--- config.mk ---
export PLATFORM = sky130hd
export DESIGN_NAME = conv_window_feeder_flat
export DESIGN_NICKNAME = d
export VERILOG_FILES = /design/src/rtl/conv_window_feeder_if.sv /design/src/rtl/conv_window_feeder.sv /design/src/flat_wrapper.sv
export SDC_FILE = /design/constraint.sdc
export NUM_CORES = 1
export LEC_CHECK = 0
export ABC_AREA = 1
export BUFFER_PORTS_ARGS = -buffer_cell sky130_fd_sc_hd__buf_2
export CAP_MARGIN = 20
export CORE_MARGIN = 2
export CORE_UTILIZATION = 50
export CTS_CLUSTER_SIZE = 24
export DETAILED_ROUTE_END_ITERATION = 6
export PLACE_DENSITY_LB_ADDON = 0.2
export SLEW_MARGIN = 10
export SYNTH_ARGS = -nofsm -noshare
export SYNTH_HDL_FRONTEND = slang
export SYNTH_SLANG_ARGS = --single-unit
--- constraint.sdc ---
create_clock -name clk -period 4.07 [get_ports clk]
set_input_delay 0.2035 -clock clk [delete_from_list [all_inputs] [get_ports clk]]
set_output_delay 0.2035 -clock clk [all_outputs]
set_load 0.01 [all_outputs]
--- src/rtl/conv_window_feeder_if.sv ---
// Handshake and beat bus of the convolution window feeder.
// master = producer/consumer side, slave = the feeder itself.
interface conv_window_feeder_if #(
  parameter int DW = 6
);
  logic          reload;
  logic          wgt_valid;
  logic [DW-1:0] wgt_data;
  logic          wgt_ready;
  logic          smp_valid;
  logic [DW-1:0] smp_data;
  logic          smp_ready;
  logic          out_en;
  logic [DW-1:0] out_data;
  logic          out_sel;
  logic          win_done;
  logic [15:0]   win_cnt;

  modport master (
    output reload, wgt_valid, wgt_data, smp_valid, smp_data,
    input  wgt_ready, smp_ready, out_en, out_data, out_sel, win_done, win_cnt
  );
  modport slave (
    input  reload, wgt_valid, wgt_data, smp_valid, smp_data,
    output wgt_ready, smp_ready, out_en, out_data, out_sel, win_done, win_cnt
  );
endinterface

--- src/rtl/conv_window_feeder.sv ---
// Forwards kernel weights as beats, then replays sliding sample windows
// (oldest first) as TAPS-beat streams with a per-window done pulse.
module conv_window_feeder #(
  parameter int DW     = 6,
  parameter int TAPS   = 4,
  parameter int STRIDE = 1
) (
  input logic                 clk,
  input logic                 rst,
  conv_window_feeder_if.slave bus
);
  localparam int CW = (TAPS > 1) ? $clog2(TAPS) : 1;
  localparam logic [CW-1:0] LAST_TAP = CW'(TAPS - 1);
  localparam logic [CW-1:0] LAST_STR = CW'(STRIDE - 1);

  localparam logic [1:0] LOAD_W = 2'd0;
  localparam logic [1:0] FILL   = 2'd1;
  localparam logic [1:0] EMIT   = 2'd2;
  localparam logic [1:0] SLIDE  = 2'd3;

  logic [1:0]                 state;
  logic [CW-1:0]              cnt;
  logic [TAPS-1:0][DW-1:0]    win;
  logic [TAPS-1:0][DW-1:0]    win_sh;
  logic                       reload_q;
  logic                       reload_now;
  logic                       wgt_acc;
  logic                       smp_acc;
  logic [CW-1:0]              smp_last;

  // Newest sample enters at the top; index 0 is always the oldest.
  assign win_sh     = {bus.smp_data, win[TAPS-1:1]};
  assign reload_now = reload_q | bus.reload;
  assign wgt_acc    = bus.wgt_valid & bus.wgt_ready;
  assign smp_acc    = bus.smp_valid & bus.smp_ready;
  assign smp_last   = (state == FILL) ? LAST_TAP : LAST_STR;

  always_ff @(posedge clk) begin
    if (rst) begin
      state         <= LOAD_W;
      cnt           <= '0;
      win           <= '0;
      reload_q      <= 1'b0;
      bus.wgt_ready <= 1'b0;
      bus.smp_ready <= 1'b0;
      bus.out_en    <= 1'b0;
      bus.out_sel   <= 1'b0;
      bus.out_data  <= '0;
      bus.win_done  <= 1'b0;
      bus.win_cnt   <= '0;
    end else begin
      bus.out_en   <= 1'b0;
      bus.out_sel  <= 1'b0;
      bus.win_done <= 1'b0;
      reload_q     <= reload_now;
      case (state)
        LOAD_W: begin
          reload_q      <= 1'b0;
          bus.wgt_ready <= 1'b1;
          bus.smp_ready <= 1'b0;
          if (wgt_acc) begin
            bus.out_en   <= 1'b1;
            bus.out_sel  <= 1'b1;
            bus.out_data <= bus.wgt_data;
            if (cnt == LAST_TAP) begin
              cnt           <= '0;
              state         <= FILL;
              bus.wgt_ready <= 1'b0;
              bus.smp_ready <= 1'b1;
              bus.win_cnt   <= '0;
            end else begin
              cnt <= cnt + 1'b1;
            end
          end
        end
        FILL, SLIDE: begin
          // A pending reload discards any partially gathered samples.
          if (reload_now) begin
            state         <= LOAD_W;
            cnt           <= '0;
            reload_q      <= 1'b0;
            bus.smp_ready <= 1'b0;
            bus.wgt_ready <= 1'b1;
            bus.win_cnt   <= '0;
          end else if (smp_acc) begin
            win <= win_sh;
            if (cnt == smp_last) begin
              cnt           <= '0;
              state         <= EMIT;
              bus.smp_ready <= 1'b0;
              bus.out_en    <= 1'b1;
              bus.out_data  <= win_sh[0];
            end else begin
              cnt <= cnt + 1'b1;
            end
          end
        end
        default: begin  // EMIT: cnt is the beat currently on the bus
          if (cnt == LAST_TAP) begin
            cnt          <= '0;
            bus.win_done <= 1'b1;
            if (reload_now) begin
              state         <= LOAD_W;
              reload_q      <= 1'b0;
              bus.wgt_ready <= 1'b1;
              bus.win_cnt   <= '0;
            end else begin
              state         <= SLIDE;
              bus.smp_ready <= 1'b1;
              bus.win_cnt   <= bus.win_cnt + 16'd1;
            end
          end else begin
            cnt          <= cnt + 1'b1;
            bus.out_en   <= 1'b1;
            bus.out_data <= win[cnt + 1'b1];
          end
        end
      endcase
    end
  end
endmodule

--- src/flat_wrapper.sv ---
// flat-port wrapper written by rule: the top's interface ports become plain ports
module conv_window_feeder_flat 
#(
  parameter int DW     = 6,
  parameter int TAPS   = 4,
  parameter int STRIDE = 1
)
  (clk, rst, bus_reload, bus_wgt_valid, bus_wgt_data, bus_smp_valid, bus_smp_data, bus_wgt_ready, bus_smp_ready, bus_out_en, bus_out_data, bus_out_sel, bus_win_done, bus_win_cnt);
  conv_window_feeder_if #(.DW(DW)) bus_i ();
  input logic clk;
  input logic rst;
  input wire logic [$bits(bus_i.reload)-1:0] bus_reload;
  input wire logic [$bits(bus_i.wgt_valid)-1:0] bus_wgt_valid;
  input wire logic [$bits(bus_i.wgt_data)-1:0] bus_wgt_data;
  input wire logic [$bits(bus_i.smp_valid)-1:0] bus_smp_valid;
  input wire logic [$bits(bus_i.smp_data)-1:0] bus_smp_data;
  output wire logic [$bits(bus_i.wgt_ready)-1:0] bus_wgt_ready;
  output wire logic [$bits(bus_i.smp_ready)-1:0] bus_smp_ready;
  output wire logic [$bits(bus_i.out_en)-1:0] bus_out_en;
  output wire logic [$bits(bus_i.out_data)-1:0] bus_out_data;
  output wire logic [$bits(bus_i.out_sel)-1:0] bus_out_sel;
  output wire logic [$bits(bus_i.win_done)-1:0] bus_win_done;
  output wire logic [$bits(bus_i.win_cnt)-1:0] bus_win_cnt;
  assign bus_i.reload = bus_reload;
  assign bus_i.wgt_valid = bus_wgt_valid;
  assign bus_i.wgt_data = bus_wgt_data;
  assign bus_i.smp_valid = bus_smp_valid;
  assign bus_i.smp_data = bus_smp_data;
  assign bus_wgt_ready = bus_i.wgt_ready;
  assign bus_smp_ready = bus_i.smp_ready;
  assign bus_out_en = bus_i.out_en;
  assign bus_out_data = bus_i.out_data;
  assign bus_out_sel = bus_i.out_sel;
  assign bus_win_done = bus_i.win_done;
  assign bus_win_cnt = bus_i.win_cnt;
  conv_window_feeder #(.DW(DW), .TAPS(TAPS), .STRIDE(STRIDE)) u_core (.clk(clk), .rst(rst), .bus(bus_i));
endmodule
==> flow_metrics.env <==
export IMPL_die_area_um2=6320
export IMPL_grt_overflow_total=0
export IMPL_drcViolationCount=0
export IMPL_finClkSkew_ps=10.4
export IMPL_final_common_cell="nand2_1"
export IMPL_path_depth=5
export IMPL_hold_viol=0
export IMPL_netlist_area_leader_share_pct=39.3
export IMPL_cts_setup_buffers=0
export IMPL_yosysTopAreaCell="dfxtp_1"
export IMPL_clk_path_buf_depth=2
export IMPL_clk_pin_slew_ps=100
export IMPL_path_max_fanout=48
export IMPL_grt_start_max_net_pins=49
export IMPL_hold_path_depth=3
export IMPL_antenna_found_initial=0
export IMPL_irDropWorstVdd_v=0.000235
export IMPL_switching_share_pct=24.6
export IMPL_slew_violations=0
export IMPL_syn_to_final_growth_pct=10.6
export IMPL_syn_nets=434
export IMPL_gp_congestion=0.849
export IMPL_tns_ps=0
export IMPL_drive_above_1_share_pct=15.7
export IMPL_placementRows=27
export IMPL_core_um2=5510
export IMPL_syn_avg_cell_area_um2=6.87
export IMPL_min_period_ps=2390
export IMPL_cp_data_required_time_ps=4230
export IMPL_postRouteAntennaNets=0
export IMPL_cp_top_family="flip-flops"
export IMPL_syn_inst=415
export IMPL_rsz0062_at_grt="no"
export IMPL_cp_slowest_cell="dfxtp_1"
export IMPL_start_kind="flop"
export IMPL_cts_resized=0
export IMPL_clk_latency_ps=300
export IMPL_totalWireLength_um=6080
export IMPL_mostFrequentLayoutCells="93 x nand2_1, 56 x dfxtp_1, 55 x nor2_1, 55 x inv_1, 44 x o21ai_0"
export IMPL_slowest_delay_ps=850
export IMPL_crit_chain="inv_4 > nor2_8 > nand3_2 > o21ai_0 > a21oi_1"
export IMPL_grt_usage_pct=21.1
export IMPL_n_fill_cell=552
export IMPL_ioPinCount=44
export IMPL_grt_pass1_vias=2438
export IMPL_layout_cells_non_filler=524
export IMPL_worstPathArrival_ps=2550
export IMPL_critPathKind="flop to flop"
export IMPL_htree_levels=2
export IMPL_endpoint_kind="flop"
export IMPL_dpl_cell_count=516
export IMPL_hp_class="input port to flop"
export IMPL_finalCritPeriodShare_pct=58.6
export IMPL_worstMarginPinSlew_ps=1010
export IMPL_vias=2595
export IMPL_io_buffers=43
export IMPL_yosysWarnings=0
export IMPL_hpwl_um=4380
export IMPL_ys_types=29
export IMPL_p_int_w=0.000729
export IMPL_root_buffer="clkbuf_8"
export IMPL_setup_viol=0
export IMPL_wire_per_inst_um=11.6
export IMPL_clkSinkCount=56
export IMPL_status="complete, no violations"
export IMPL_p_seq_share_pct=58.3
export IMPL_p_switching_w=0.000238
export IMPL_synth_area_leaders="dfxtp_1 39%, nand2_1 12%, o21ai_0 7.7%"
export IMPL_crit_buf_inv=1
export IMPL_die_h_um=79.5
export IMPL_slew_headroom_pct=32.9
export IMPL_maxCapViolCount=0
export IMPL_pwr_share_comb_pct=9.6
export IMPL_cts_inserted_buffers=5
export IMPL_p_per_area_nw_per_um2=307
export IMPL_firstDrtPassIters=4
export IMPL_fmax_mhz=419
export IMPL_worstRegToRegCells=5
export IMPL_synth_seq_cells=56
export IMPL_via_per_inst=4.95
export IMPL_leakage_nw=1.42
export IMPL_tritoncts="built"
export IMPL_final_nets=470
export IMPL_first_iter_violations=144
export IMPL_ctsHoldBuffers=0
export IMPL_clkPwrFrac_pct=32.2
export IMPL_fp_dieW_um=79.5
export IMPL_diodes=0
export IMPL_grt_first_pass_wirelength_um=10800
export IMPL_start_util_pct=51.8
export IMPL_seq_area_frac_synth_pct=39.3
export IMPL_synthesis_area_um2=2850
## stage by stage
step	power (W)	area [um^2]	hold WS [ps]	setup WS [ps]	util [%]
floorplan	0.000641	2850	393	2660	-
global placement	0.000668	3060	441	1790	55.6
detailed placement	0.000669	3060	449	1700	55.6
CTS	0.000980	3150	174	1670	57.3
global route	0.00102	3150	188	1350	57.3
finish	0.000967	3150	182	1680	57.3
## synthesized netlist by cell type
master and count:
a21boi_4 1, inv_2 2, buf_6 5, nor3_2 1, nor2_2 2, nor3_1 5
nand2_1 93, buf_2 2, nor2_4 1, nand3_1 18, nand3_4 1, nand2_2 2
nand3b_1 1, dfxtp_1 56, o21ai_0 44, a21oi_1 37, nor2_1 55, nand4_1 5
nand2_4 4, clkbuf_1 7, inv_1 55, a31oi_1 1, ha_1 2, nand3_2 2
or2_1 1, a22oi_1 6, or2_2 1, nor2_8 3, inv_4 2
## power groups by stage
| stage | clock [W] | sequential (W) | combinational (W) |
|---|---|---|---|
| after floorplan | 0 | 0.000576 | 0.0000651 |
| after global placement | 0 | 0.000576 | 0.0000920 |
| after detailed placement | 0 | 0.000577 | 0.0000929 |
| after CTS | 0.000323 | 0.000564 | 0.0000932 |
| after global routing | 0.000343 | 0.000565 | 0.000108 |
| final | 0.000311 | 0.000564 | 0.0000927 |
## cells by family after synthesis
group           after synthesis  synth area share, %
compound gates               89                 16.7
simple gates                195                 31.9
fa+ha+maj                     2                0.877
buf+inv                      73                 11.2
flops                        56                 39.3
## metal layers
layer / part of all wire (%) / vias up / wire (um) / GRT usage (%)
met4: 0.67 / 0 / 41 / 4.14
met2: 45 / 61 / 2710 / 35.3
met1: 50 / 1138 / 3030 / 28.4
met3: 4.8 / 4 / 289 / 3.85
met5: 0 / - / 0 / 0
li1: - / 1392 / - / -
## worst min-delay path: cells and delay by family
family          cells  cell delay (ps)
compound gates      2              170
buf+inv             1               70
## final timing paths
check	slack, ps	end	from
min reg2reg	460	u_core.win[2]$_SDFFE_PP0P_	u_core.win[2]$_SDFFE_PP0P_
max	1680	u_core.win[0]$_SDFFE_PP0P_	u_core.state[0]$_SDFFE_PP0P_
max reg2reg	1680	u_core.win[0]$_SDFFE_PP0P_	u_core.state[0]$_SDFFE_PP0P_
min	180	u_core.win[19]$_SDFFE_PP0P_	bus_smp_data[1]
## layout make-up
type                            count  area [um^2]  area share (%)
Sequential cell                    56         1120            35.5
Timing Repair Buffer               43          215            6.82
Multi-Input combinational cell    286         1410            44.7
Inverter                           59          226            7.18
Clock buffer                        8         90.1            2.86
Tap cell                           72         90.1            2.86
## state kept, by name, summed over array words and instances (netlist names), 2 cells and up
register and flops:
u_core.cnt 2, u_core.state 2, u_core.win 24, u_core.bus.out_data 6
u_core.bus.win_cnt 16
(Power assumes the default switching activity.)
